### src/rtl/gfx_framebuffer_writer.sv
`default_nettype none
// ============================================================================
// Module      : gfx_framebuffer_writer
// Description : Single-port framebuffer write engine. Converts (x, y, colour)
//               pixel writes into linear SRAM addresses, arbitrates for the
//               SRAM bus with video scan-out and runs a timed write cycle.
// Revision    : 1.0 - initial release
// ============================================================================
module gfx_framebuffer_writer #(
    parameter int SCREEN_WIDTH  = 320,
    parameter int SCREEN_HEIGHT = 240,
    parameter int WRITE_PULSE   = 2
) (
    input  logic        clock_i,
    input  logic        reset_i,
    input  logic        writeRequest_i,
    input  logic [8:0]  pixelX_i,
    input  logic [7:0]  pixelY_i,
    input  logic [7:0]  pixelData_i,
    output logic        writeComplete_o,
    output logic        outOfRange_o,
    output logic        busRequest_o,
    input  logic        busGrant_i,
    output logic [16:0] sramAddress_o,
    output logic [7:0]  sramWriteData_o,
    output logic        sramDataDrive_o,
    output logic        sramWriteEnable_n_o
);

    localparam logic [8:0] c_WIDTH    = 9'(SCREEN_WIDTH);
    localparam logic [7:0] c_HEIGHT   = 8'(SCREEN_HEIGHT);
    localparam logic [3:0] c_PULSE_M1 = 4'(WRITE_PULSE - 1);

    typedef enum logic [2:0] {
        ST_IDLE   = 3'd0,
        ST_SETUP  = 3'd1,
        ST_STROBE = 3'd2,
        ST_HOLD   = 3'd3,
        ST_DONE   = 3'd4
    } state_t;

    state_t      state_q, state_d;
    logic [3:0]  count_q, count_d;
    logic        busReq_q, busReq_d;
    logic        oor_q, oor_d;
    logic [16:0] addr_q, addr_d;
    logic [7:0]  data_q, data_d;

    logic        w_inRange;
    logic [16:0] w_linearAddr;

    // Coordinate to linear address; a constant stride folds into shift-adds.
    assign w_inRange    = (pixelX_i < c_WIDTH) && (pixelY_i < c_HEIGHT);
    assign w_linearAddr = 17'(pixelY_i) * 17'(SCREEN_WIDTH) + 17'(pixelX_i);

    // State and datapath registers; reset aborts any write in flight.
    always_ff @(posedge clock_i or posedge reset_i) begin
        if (reset_i) begin
            state_q  <= ST_IDLE;
            count_q  <= 4'd0;
            busReq_q <= 1'b0;
            oor_q    <= 1'b0;
            addr_q   <= 17'd0;
            data_q   <= 8'd0;
        end else begin
            state_q  <= state_d;
            count_q  <= count_d;
            busReq_q <= busReq_d;
            oor_q    <= oor_d;
            addr_q   <= addr_d;
            data_q   <= data_d;
        end
    end

    // Next-state logic: request/grant in IDLE, then a fixed setup/strobe/hold.
    always_comb begin
        state_d  = state_q;
        count_d  = count_q;
        busReq_d = busReq_q;
        oor_d    = oor_q;
        addr_d   = addr_q;
        data_d   = data_q;
        case (state_q)
            ST_IDLE: begin
                busReq_d = writeRequest_i & w_inRange;
                if (writeRequest_i && !w_inRange) begin
                    // Rejected without touching the bus.
                    oor_d   = 1'b1;
                    state_d = ST_DONE;
                end else if (writeRequest_i && busGrant_i && busReq_q) begin
                    addr_d  = w_linearAddr;
                    data_d  = pixelData_i;
                    state_d = ST_SETUP;
                end
            end
            ST_SETUP: begin
                busReq_d = 1'b1;
                count_d  = c_PULSE_M1;
                state_d  = ST_STROBE;
            end
            ST_STROBE: begin
                busReq_d = 1'b1;
                if (count_q == 4'd0) begin
                    state_d = ST_HOLD;
                end else begin
                    count_d = count_q - 4'd1;
                end
            end
            ST_HOLD: begin
                // Bus is released as HOLD ends.
                busReq_d = 1'b0;
                state_d  = ST_DONE;
            end
            ST_DONE: begin
                busReq_d = 1'b0;
                state_d  = ST_IDLE;
            end
            default: begin
                busReq_d = 1'b0;
                state_d  = ST_IDLE;
            end
        endcase
    end

    // SRAM strobes decode straight from the state register, so an
    // asynchronous reset releases them immediately.
    assign sramWriteEnable_n_o = (state_q != ST_STROBE);
    assign sramDataDrive_o     = (state_q == ST_SETUP) || (state_q == ST_STROBE) ||
                                 (state_q == ST_HOLD);
    assign writeComplete_o     = (state_q == ST_DONE);
    assign outOfRange_o        = oor_q;
    assign busRequest_o        = busReq_q;
    assign sramAddress_o       = addr_q;
    assign sramWriteData_o     = data_q;

endmodule
`default_nettype wire

### config.mk
export PLATFORM = sky130hd
export DESIGN_NAME = gfx_framebuffer_writer
export DESIGN_NICKNAME = d
export VERILOG_FILES = /design/src/rtl/gfx_framebuffer_writer.sv
export SDC_FILE = /design/constraint.sdc
export NUM_CORES = 1
export LEC_CHECK = 0
export BUFFER_PORTS_ARGS = -buffer_cell sky130_fd_sc_hd__buf_2
export CORE_MARGIN = 2
export CORE_UTILIZATION = 49
export CTS_BUF_LIST = sky130_fd_sc_hd__clkbuf_2
export CTS_CLUSTER_SIZE = 25
export DETAILED_ROUTE_END_ITERATION = 10
export PLACE_DENSITY = 0.76
export SYNTH_ARGS = -nofsm -noshare
export SYNTH_HDL_FRONTEND = slang
export SYNTH_SLANG_ARGS = --single-unit
### constraint.sdc
create_clock -name clock_i -period 1.6 [get_ports clock_i]
set_input_delay 0.16 -clock clock_i [delete_from_list [all_inputs] [get_ports clock_i]]
set_output_delay 0.16 -clock clock_i [all_outputs]
set_load 0.005 [all_outputs]
==> summary.txt, run 1 <==
status = complete, but fails checks
violations in the final reports = setup timing
maximum clock rate = 521 MHz
register bit count reported by yosys = 34
Seq/Total Area, Yosys = 0.410
final weighted congestion in routability-driven placement = 0.807
clock latency reported for the late side of the worst-skew pair = 0.38 ns
syn avg cell area = 9.34 um2
max-cap violation count = 0
full die area = 0.00477 mm2
clock network power share = 0.118
RSZ-0062 raised after global routing = yes
routed vias = 2117
adder and majority cell fraction of the synthesized area = 0.122
clk root buf = clkbuf_2
number of DRC violations after detailed routing = 0
Placement Cell Area = 0.00278 mm2
H-tree levels = 2
number of nets still failing antenna checks after routing = 0
total track usage = 0.221
clock tree from TritonCTS = built
CTS Sinks = 34
Slew HR = 0.713
proportion of layout cells with a drive suffix above 1 = 0.523
endpoint kind of the worst setup timing path = flop
Worst Hold Slack = 0.0646 ns
static leakage power = 1.69 nW
clock buffer count from CTS = 5
worst-path fanout max = 2
Antenna Cells = 0
proportion of synthesized area in mux cells = 0.0127
number of different library cells in the post-synthesis netlist = 50
final design instance area without fill = 0.00341 mm2
horizontal extent of the die = 69.0 um
effective utilization at floorplan = 0.515
max-slew violations = 0
internal power = 2.76 mW
net switching power = 1.71 mW
estimated wirelength of the detail-placed design = 3630 um
arrival time reported for the critical path endpoint = 2.20 ns
critical path's largest stage delay = 0.53 ns
slowest CP cell = fa_2
cell family with most CP delay = adder cells
cells traversed along the worst timing path = buf_8, ha_4, ha_4, fa_2, o211a_1, nand3_2, or3_4, xor2_1, mux2_4
global-route wire length before repair = 8630 um
critical path class = input port to flop
number of cell rows = 23
slew at the pin closest to its max-slew limit = 0.430 ns
CP startpoint = pixelY_i[3]
worst vdd ir = 0.551 mV
height of the die = 69.0 um
final critical-path required period = 1.92 ns
Setup WS post-layout = -0.318 ns
combinational share of power = 0.521
Syn. warnings = 0
number of setup violations in the final report = 27
clock buffer depth = 2
final number of hold-violating endpoints = 0
DRT iter0 DRCs = 144
Synthesized Nets = 270
cell with the most instances on the worst path = ha_4
compound-cell area share of the yosys netlist = 0.148
routed length per instance = 15.6 um
switching fraction of total power = 0.381
antenna violations before repair = 0
cells after synthesis = 222
Post-layout nets = 396
part of the total power dissipated in sequential elements = 0.361
Syn-to-layout area delta = 64.5%
Critical R2R Launch = state_q[0]
period utilisation layout = 1.20
Buf/Inv on CP = 1
Port-buffer cells = 58
core outline area = 0.00403 mm2
total power = 4.47 mW
number of iterations in the first detailed-routing pass = 4
Hold Path Class = input port to flop
skew final = 0.0216 ns
Critical Path Source Type = input port
number of primary I/O pins = 59
hold path startpoint = writeRequest_i
xor/xnor share of the synthesized area = 0.0585
number of global-route vias before repair = 1977
top_reg_cell synth = dfrtp_1
netlist area before placement = 0.00207 mm2
fraction of synthesis flops using an asynchronous set or reset pin = 1.00
clock transition at the registers of the reported paths = 0.16 ns
required time worst endpoint = 1.88 ns
final core utilization = 0.846
main combinational cell family by area after synthesis = simple AND/OR/NAND/NOR gates
remaining global-route overflow = 0
pin count of the biggest net entering global routing = 35
Post-synth EDFFs = 0
routed vias/inst = 5.32
total routed wirelength = 6210 um
Pwr Density = 1310 mW/mm2
Post-Place Setup Slack = -0.859 ns
post-synthesis simple-gate area fraction = 0.215
per-stage QoR:
step           cells  setup TNS (ns)
6_report         398           -1.62
5_1_grt          398           -3.01
4_1_cts          391          -0.915
3_5_place_dp     365           -3.91
2_1_floorplan    222           -2.25
3_3_place_gp     365           -3.64
worst min-delay path: stages:
cell	delay, ns
buf_2	0.12
nand3_1	0.07
a21oi_1	0.06
sequential cells by signal (all words and copies together) (netlist names):
register         cells
busRequest_o         1
count_q              4
outOfRange_o         1
sramAddress_o       17
sramWriteData_o      8
state_q              3
area by class of cell:
type	count	area, um2
Multi-Input combinational cell	172	1460
Clock buffer	5	25.0
Fill cell	213	619
Sequential cell	34	852
Inverter	8	30.0
Clock inverter	2	33.8
Tap cell	50	62.6
Timing Repair Buffer	127	946
final timing paths:
check	end	depth (start not counted)	slack, ns
setup / recovery	sramAddress_o[13]	9	-0.32
hold / removal	state_q[2]	3	0.06
min in group asynchronous	count_q[0]	4	0.39
setup reg to reg	sramAddress_o[14]	6	-0.09
hold reg to reg	outOfRange_o	1	0.48
max in group asynchronous	state_q[0]	4	0.87
logic make-up (layout without fill, tap and decap cells):
logic type / Yosys count / count (layout)
DFF: 34 / 34
adders and majority gates: 19 / 19
xor gates and xnor gates: 13 / 13
muxes: 2 / 2
AOI/OAI and AO/OA: 42 / 42
and+or+nand+nor: 96 / 96
buffers and inverters: 16 / 142
layer usage:
layer / routed length [um] / GRT usage / up-vias
li1: - / - / 1016
met2: 3370 / 0.404 / 61
met1: 2460 / 0.257 / 1024
met4: 172 / 0.0806 / 0
met3: 213 / 0.0395 / 16
met5: 0 / 0 / -
power by group through the flow:
stage          Combinational, mW  Clock [mW]  Sequential (mW)
6_report                    2.33       0.527             1.61
3_3_place_gp                1.75           0             1.48
3_5_place_dp                1.81           0             1.50
2_1_floorplan               1.03           0             1.48
5_1_grt                     2.55       0.583             1.65
4_1_cts                     1.96       0.541             1.48
timing repair:
action	4_1_cts	5_1_grt
setup endpoints to repair	17	29
gates cloned	0	3
gates resized for setup	20	58
pin swaps	13	42
hold buffers	15	0
hold endpoints to repair	48	0
buffers inserted	5	4
synthesized netlist by cell type, types with 5 or more instances:
library cell	number	area, um2
nand2_1	57	214
dfrtp_1	34	851
ha_1	17	213
nor2_1	13	48.8
o21ai_0	10	50.1
inv_1	8	30.0
buf_2	7	35.0
xor2_1	7	61.3
a21oi_1	6	30.0
nand3_1	6	30.0
xnor2_1	5	43.8
cells in the final DEF (no fill, tap or decap), drive strengths merged, types with 2 or more instances in the layout:
cell type	count
dfrtp	34
nor2	13
inv	8
fa	2
o311ai	2
mux2	2
nor3	2
nor4	2
o21ai	11
nand2	57
nand3	6
and2	3
dlygate4sd3	15
nand4	2
xnor2	5
a21oi	7
o21a	2
nor2b	2
a21o	3
buf	110
ha	17
or2	3
xor2	8
a211o	2
a211oi	4
clkbuf	7
(Power assumes the default switching activity.)
==> run 2, diff against run 1 <==
- GPL_TIMING_DRIVEN: default -> 0
==> run 2 against run 1 <==
  * The flow still finishes with violations (setup timing)
  * Register-to-register slack worse by 0.07 ns
  * Sequential power is 7% lower
  * Hold slack worse by 0.019 ns
  * Global-route usage rose by 1.5 points
  * Maximum frequency barely moved
  * Clock skew is 0.0030 ns higher
  * Critical path type unchanged
==> summary.txt, run 2 (synthesis gave the netlist of run 1 again) <==
status = complete, but fails checks
violations in the final reports = setup timing
max-slew violations = 0 (unchanged)
number of setup violations in the final report = 32 (+19%)
depth of the most critical reg-to-reg path = 6 (unchanged)
number of nets still failing antenna checks after routing = 0 (unchanged)
final core utilization = 0.798 (-0.0478)
Placement Cell Area = 0.00250 mm2 (-9.9%)
leading cell type in the layout, fill and taps excluded = buf_2
DRT iter0 DRCs = 111 (-23%)
slew at the pin closest to its max-slew limit = 0.464 ns (+0.0335 ns)
combinational share of power = 0.497 (-0.024)
clock tree from TritonCTS = built
antenna violations before repair = 0 (unchanged)
number of flip-flops in the largest register = 17 (unchanged)
final design instance area without fill = 0.00322 mm2 (-5.7%)
final number of hold-violating endpoints = 0 (unchanged)
height of the die = 69.0 um (unchanged)
number of iterations in the first detailed-routing pass = 4 (unchanged)
pin count of the biggest net entering global routing = 35 (unchanged)
critical path's largest stage delay = 0.53 ns (about the same)
static leakage power = 1.59 nW (-5.7%)
skew final = 0.0246 ns (+0.00297 ns)
H-tree levels = 2 (unchanged)
Setup WS post-layout = -0.317 ns (+0.00111 ns)
Antenna Cells = 0 (unchanged)
global-route wire length before repair = 9030 um (+4.6%)
Pwr Density = 1370 mW/mm2 (+4.8%)
number of cell rows = 23 (unchanged)
net switching power = 1.61 mW (-5.3%)
routed vias = 2011 (-5.0%)
horizontal extent of the die = 69.0 um (unchanged)
CTS Sinks = 34 (unchanged)
Worst Hold Slack = 0.0452 ns (-0.0194 ns)
critical path class = input port to flop
RSZ-0062 raised after global routing = yes
routed vias/inst = 5.29 (-0.51%)
effective utilization at floorplan = 0.515 (unchanged)
clock transition at the registers of the reported paths = 0.18 ns (+0.02 ns)
cells traversed along the worst timing path = buf_8, ha_4, ha_4, fa_2, o211a_1, nand3_2, or3_4, xor2_1, mux2_4
end of the worst register-to-register path = sramAddress_o[12]
Post-layout nets = 377 (-4.8%)
clock buffer depth = 2 (unchanged)
number of global-route vias before repair = 1959 (-0.91%)
endpoint kind of the worst setup timing path = flop
cell with the most instances on the worst path = ha_4
Critical Path Source Type = input port
total power = 4.42 mW (-1.1%)
Hold Path Class = input port to flop
hold path startpoint = writeRequest_i
maximum clock rate = 522 MHz (about the same)
Critical R2R Launch = state_q[1]
clock network power share = 0.164 (+0.046)
slowest CP cell = fa_2
clock latency reported for the late side of the worst-skew pair = 0.40 ns (+0.02 ns)
Worst Hold Path EP = state_q[2]
max-cap violation count = 0 (unchanged)
leading cell types in the layout, fill and taps excluded = 55 x buf_2, 46 x nand2_1, 34 x dfrtp_1
number of DRC violations after detailed routing = 0 (unchanged)
proportion of layout cells with a drive suffix above 1 = 0.436 (-0.0866)
total track usage = 0.236 (+0.0147)
worst reg2reg setup slack = -0.16 ns (-0.07 ns)
post-route non-filler standard cell count = 380 (-4.5%)
Syn-to-layout area delta = 55.2%
final weighted congestion in routability-driven placement = 0.813 (+0.71%)
Cells on Worst Hold Path = 3 (unchanged)
final critical-path required period = 1.92 ns (-0.00111 ns)
Port-buffer cells = 58 (unchanged)
remaining global-route overflow = 0 (unchanged)
Slew HR = 0.691 (-0.0223)
worst-path fanout max = 2 (unchanged)
total routed wirelength = 5960 um (-3.9%)
core outline area = 0.00403 mm2 (unchanged)
full die area = 0.00477 mm2 (unchanged)
arrival time reported for the critical path endpoint = 2.22 ns (+0.02 ns)
placed instance count = 330 (-9.6%)
switching fraction of total power = 0.365 (-0.0161)
number of primary I/O pins = 59 (unchanged)
worst vdd ir = 0.628 mV (+14%)
required time worst endpoint = 1.90 ns (+0.02 ns)
clock buffer count from CTS = 5 (unchanged)
estimated wirelength of the detail-placed design = 3350 um (-7.7%)
part of the total power dissipated in sequential elements = 0.339 (-0.022)
routed length per instance = 15.7 um (+0.60%)
clk root buf = clkbuf_2
internal power = 2.80 mW (+1.4%)
period utilisation layout = 1.20 (about the same)
-- run 2: cell count changes in the layout (fill, tap and decap cells not counted), sizes merged --
cell and delta:
inv -1, clkinv +1, buf -18, bufinv +1, clkbuf -1
-- run 2: cell type report --
type                            count  area [um2]
Multi-Input combinational cell    172        1360
Sequential cell                    34         851
Fill cell                         249         812
Timing Repair Buffer              101         736
Buffer                              7        88.8
Clock inverter                      3        63.8
Tap cell                           50        62.6
Inverter                            8        30.0
Clock buffer                        5        25.0
-- run 2: worst max-delay path by stage --
stage                start  slack [ns]           endpoint
5_1_grt        pixelY_i[3]       -0.36  sramAddress_o[15]
2_1_floorplan  pixelY_i[1]       -0.68  sramAddress_o[13]
3_5_place_dp   pixelY_i[1]       -0.92  sramAddress_o[13]
6_report       pixelY_i[3]       -0.32  sramAddress_o[13]
4_1_cts        pixelY_i[3]       -0.29  sramAddress_o[13]
3_3_place_gp   pixelY_i[1]       -0.92  sramAddress_o[13]
-- run 2: repair_timing --
action,4_1_cts,5_1_grt
setup buffers,19,5
hold buffers,14,1
gates resized for setup,48,15
setup endpoints to repair,27,32
gates cloned,3,0
endpoints found under the hold margin,14,24
pin swaps,39,8
-- run 2: per-layer routing --
metal  up-vias  share of wire  track usage
li1        972              -            -
met1       967           0.39        0.279
met2        60           0.55        0.426
met3        12          0.038       0.0424
met4         0          0.021       0.0850
met5         -              0            0
-- run 2: critical path, delay by kind of cell --
family | cells | cell delay, ns
adder cells (fa/ha/maj) | 3 | 0.92
AND/OR/NAND/NOR | 2 | 0.46
multiplexers | 1 | 0.25
AO/OA/AOI/OAI | 1 | 0.17
XOR/XNOR | 1 | 0.15
buffers and inverters | 1 | 0.10
-- run 2: power by group through the flow --
stage | registers, mW | logic [mW] | clock network [mW]
finish | 1.50 | 2.20 | 0.724
global route | 1.55 | 2.39 | 0.763
CTS | 1.46 | 2.04 | 0.718
detailed placement | 1.46 | 1.65 | 0
global placement | 1.45 | 1.61 | 0
floorplan | 1.48 | 1.03 | 0
-- run 2: through the flow --
stage / setup TNS [ns] / setup WS, ns
floorplan: -2.25 / -0.676
global placement: -6.36 / -0.918
detailed placement: -7.16 / -0.920
CTS: -1.65 / -0.287
global route: -4.57 / -0.355
finish: -2.83 / -0.317
==> run 3, diff against run 2 <==
- CORE_UTILIZATION: 49 -> 47
- CTS_BUF_LIST: sky130_fd_sc_hd__clkbuf_2 -> sky130_fd_sc_hd__clkbuf_16
- PLACE_DENSITY: 0.76 -> 0.73
- RECOVER_POWER: default -> 100
==> run 3 against run 2 <==
  * The run still ends with setup timing left
  * Largest cell class unchanged
  * Combinational power is 8% lower
  * Clock skew decreased by 0.020 ns
  * Register-to-register slack worse by 0.15 ns
==> summary.txt, run 3 (synthesis gave the netlist of run 1 again) <==
max-cap violation count = 0 (unchanged)
placed instance count = 332 (+0.61%)
antenna violations before repair = 0 (unchanged)
height of the die = 70.4 um (+2.0%)
Buf/Inv on CP = 1 (unchanged)
clock network power share = 0.260 (+0.096)
Port-buffer cells = 58 (unchanged)
clk root buf = clkbuf_16
total routed wirelength = 5120 um (-14%)
period utilisation layout = 1.27 (+0.0712)
number of iterations in the first detailed-routing pass = 4 (unchanged)
proportion of layout cells with a drive suffix above 1 = 0.405 (-0.0312)
worst-path fanout max = 2 (unchanged)
global-route wire length before repair = 8420 um (-6.7%)
clock tree from TritonCTS = built
worst vdd ir = 0.621 mV (-1.2%)
skew final = 0.00417 ns (-0.0204 ns)
routed vias = 1870 (-7.0%)
number of flip-flops in the largest register = 17 (unchanged)
H-tree levels = 2 (unchanged)
combinational share of power = 0.428 (-0.069)
cell with the most instances on the worst path = ha_4
horizontal extent of the die = 70.4 um (+2.0%)
violations in the final reports = setup timing
Worst Hold Slack = 0.0731 ns (+0.0279 ns)
Syn-to-layout area delta = 45.3%
CTS Sinks = 34 (unchanged)
slowest CP cell = fa_2
final number of hold-violating endpoints = 0 (unchanged)
final critical-path required period = 2.03 ns (+0.114 ns)
total area of multi-input combinational cells = 0.00129 mm2 (-4.8%)
number of cell rows = 24 (+4.3%)
leading cell type in the layout, fill and taps excluded = nand2_1
critical path's largest stage delay = 0.53 ns (about the same)
Post-Place Setup Slack = -0.922 ns (-0.00218 ns)
fill count = 319 (+28%)
hold-fix buffers at CTS = 0 (-14)
Slew HR = 0.151 (-0.540)
full die area = 0.00496 mm2 (+4.0%)
Post-layout nets = 358 (-5.0%)
routed length per instance = 14.1 um (-10%)
post-route non-filler standard cell count = 363 (-4.5%)
number of nets still failing antenna checks after routing = 0 (unchanged)
slew at the pin closest to its max-slew limit = 1.27 ns (+0.809 ns)
max-slew violations = 0 (unchanged)
number of DRC violations after detailed routing = 0 (unchanged)
Placement Cell Area = 0.00251 mm2 (about the same)
Antenna Cells = 0 (unchanged)
number of global-route vias before repair = 1853 (-5.4%)
net switching power = 1.55 mW (-4.0%)
leading cell types in the layout, fill and taps excluded = 51 x nand2_1, 47 x buf_2, 34 x dfrtp_1
accumulated negative setup slack = -5.64 ns (-2.81 ns)
remaining global-route overflow = 0 (unchanged)
final design instance area without fill = 0.00301 mm2 (-6.4%)
final weighted congestion in routability-driven placement = 0.881 (+8.4%)
core outline area = 0.00429 mm2 (+6.6%)
Setup WS post-layout = -0.430 ns (-0.114 ns)
status = complete, but fails checks
cells traversed along the worst timing path = buf_8, ha_4, ha_4, fa_2, o211a_1, nand3_2, or3_4, xor2_1, mux2_4
clock buffer depth = 2 (unchanged)
RSZ-0062 raised after global routing = yes
Pwr Density = 1570 mW/mm2 (+14%)
switching fraction of total power = 0.327 (-0.0379)
number of setup violations in the final report = 28 (-13%)
DRT iter0 DRCs = 41 (-63%)
effective utilization at floorplan = 0.483 (-0.0318)
internal power = 3.18 mW (+14%)
endpoint kind of the worst setup timing path = flop
Critical Path Source Type = input port
maximum clock rate = 493 MHz (-5.6%)
Hold Path Class = input port to flop
critical path class = input port to flop
total power = 4.74 mW (+7.1%)
clock buffer count from CTS = 5 (unchanged)
pin count of the biggest net entering global routing = 35 (unchanged)
part of the total power dissipated in sequential elements = 0.312 (-0.027)
total track usage = 0.213 (-0.0227)
routed vias/inst = 5.15 (-2.7%)
FF+latch area = 851 um2 (unchanged)
static leakage power = 1.49 nW (-6.2%)
clock transition at the registers of the reported paths = 0.05 ns (-0.13 ns)
estimated wirelength of the detail-placed design = 3380 um (+1.1%)
final core utilization = 0.701 (-0.0971)
cell family with most CP delay = adder cells
required time worst endpoint = 1.76 ns (-0.14 ns)
number of primary I/O pins = 59 (unchanged)
clock latency reported for the late side of the worst-skew pair = 0.28 ns (-0.12 ns)
arrival time reported for the critical path endpoint = 2.19 ns (-0.03 ns)
## run 3: cell types whose count changed in the layout (fill, tap and decap cells not counted), moves of 2 or more
cell           change
clkbuf_16          +5
o21ai_2            +2
nand2_1            +5
nor2_1             +2
clkbuf_1           +8
nand2_2            -5
buf_2              -8
clkbuf_2           -4
nor2_4             -2
buf_16             -2
dlygate4sd3_1     -15
## run 3: repair_timing
action,CTS,global route
buffers inserted,17,9
pin swaps,12,10
endpoints found under the setup margin,28,31
gates resized for setup,25,26
cloned,3,0
## run 3: per-layer routing
layer  wire length, um  GRT usage  up-vias  share of wire
li1                  -          -      939              -
met1              2210      0.267      883           0.43
met4                87     0.0662        0          0.017
met2              2620      0.365       39           0.51
met5                 0          0        -              0
met3               207     0.0491        9          0.040
## run 3: worst register-to-register path: stages (launching register included)
cell     delay, ns
dfrtp_1       0.37
buf_6         0.13
nor4b_1       0.36
nand3_1       0.17
nor2_1        0.20
buf_4         0.22
mux2_2        0.34
## run 3: path summary, 6_finish.rpt
path / start / endpoint / slack [ns] / cells past startpoint
max: pixelY_i[3] / sramAddress_o[13] / -0.43 / 9
min: pixelData_i[1] / sramWriteData_o[1] / 0.07 / 3
max reg2reg: state_q[2] / sramAddress_o[12] / -0.31 / 6
min reg2reg: sramAddress_o[1] / sramAddress_o[1] / 0.47 / 2
max in group asynchronous: reset_i / sramAddress_o[2] / 0.62 / 2
min in group asynchronous: reset_i / outOfRange_o / 0.23 / 2
## run 3: cell type report
cell class	count	area share
Multi-Input combinational cell	172	0.430
Sequential cell	34	0.283
Timing Repair Buffer	83	0.172
Clock buffer	5	0.0415
Tap cell	52	0.0216
Clock inverter	3	0.0212
Buffer	6	0.0212
Inverter	8	0.00997
## run 3: power by group through the flow
| stage | combinational [mW] | sequential [mW] | clock, mW |
|---|---|---|---|
| finish | 2.03 | 1.48 | 1.23 |
| global route | 2.24 | 1.52 | 1.30 |
| CTS | 1.91 | 1.45 | 1.25 |
| detailed placement | 1.67 | 1.46 | 0 |
| global placement | 1.62 | 1.45 | 0 |
| floorplan | 1.03 | 1.48 | 0 |
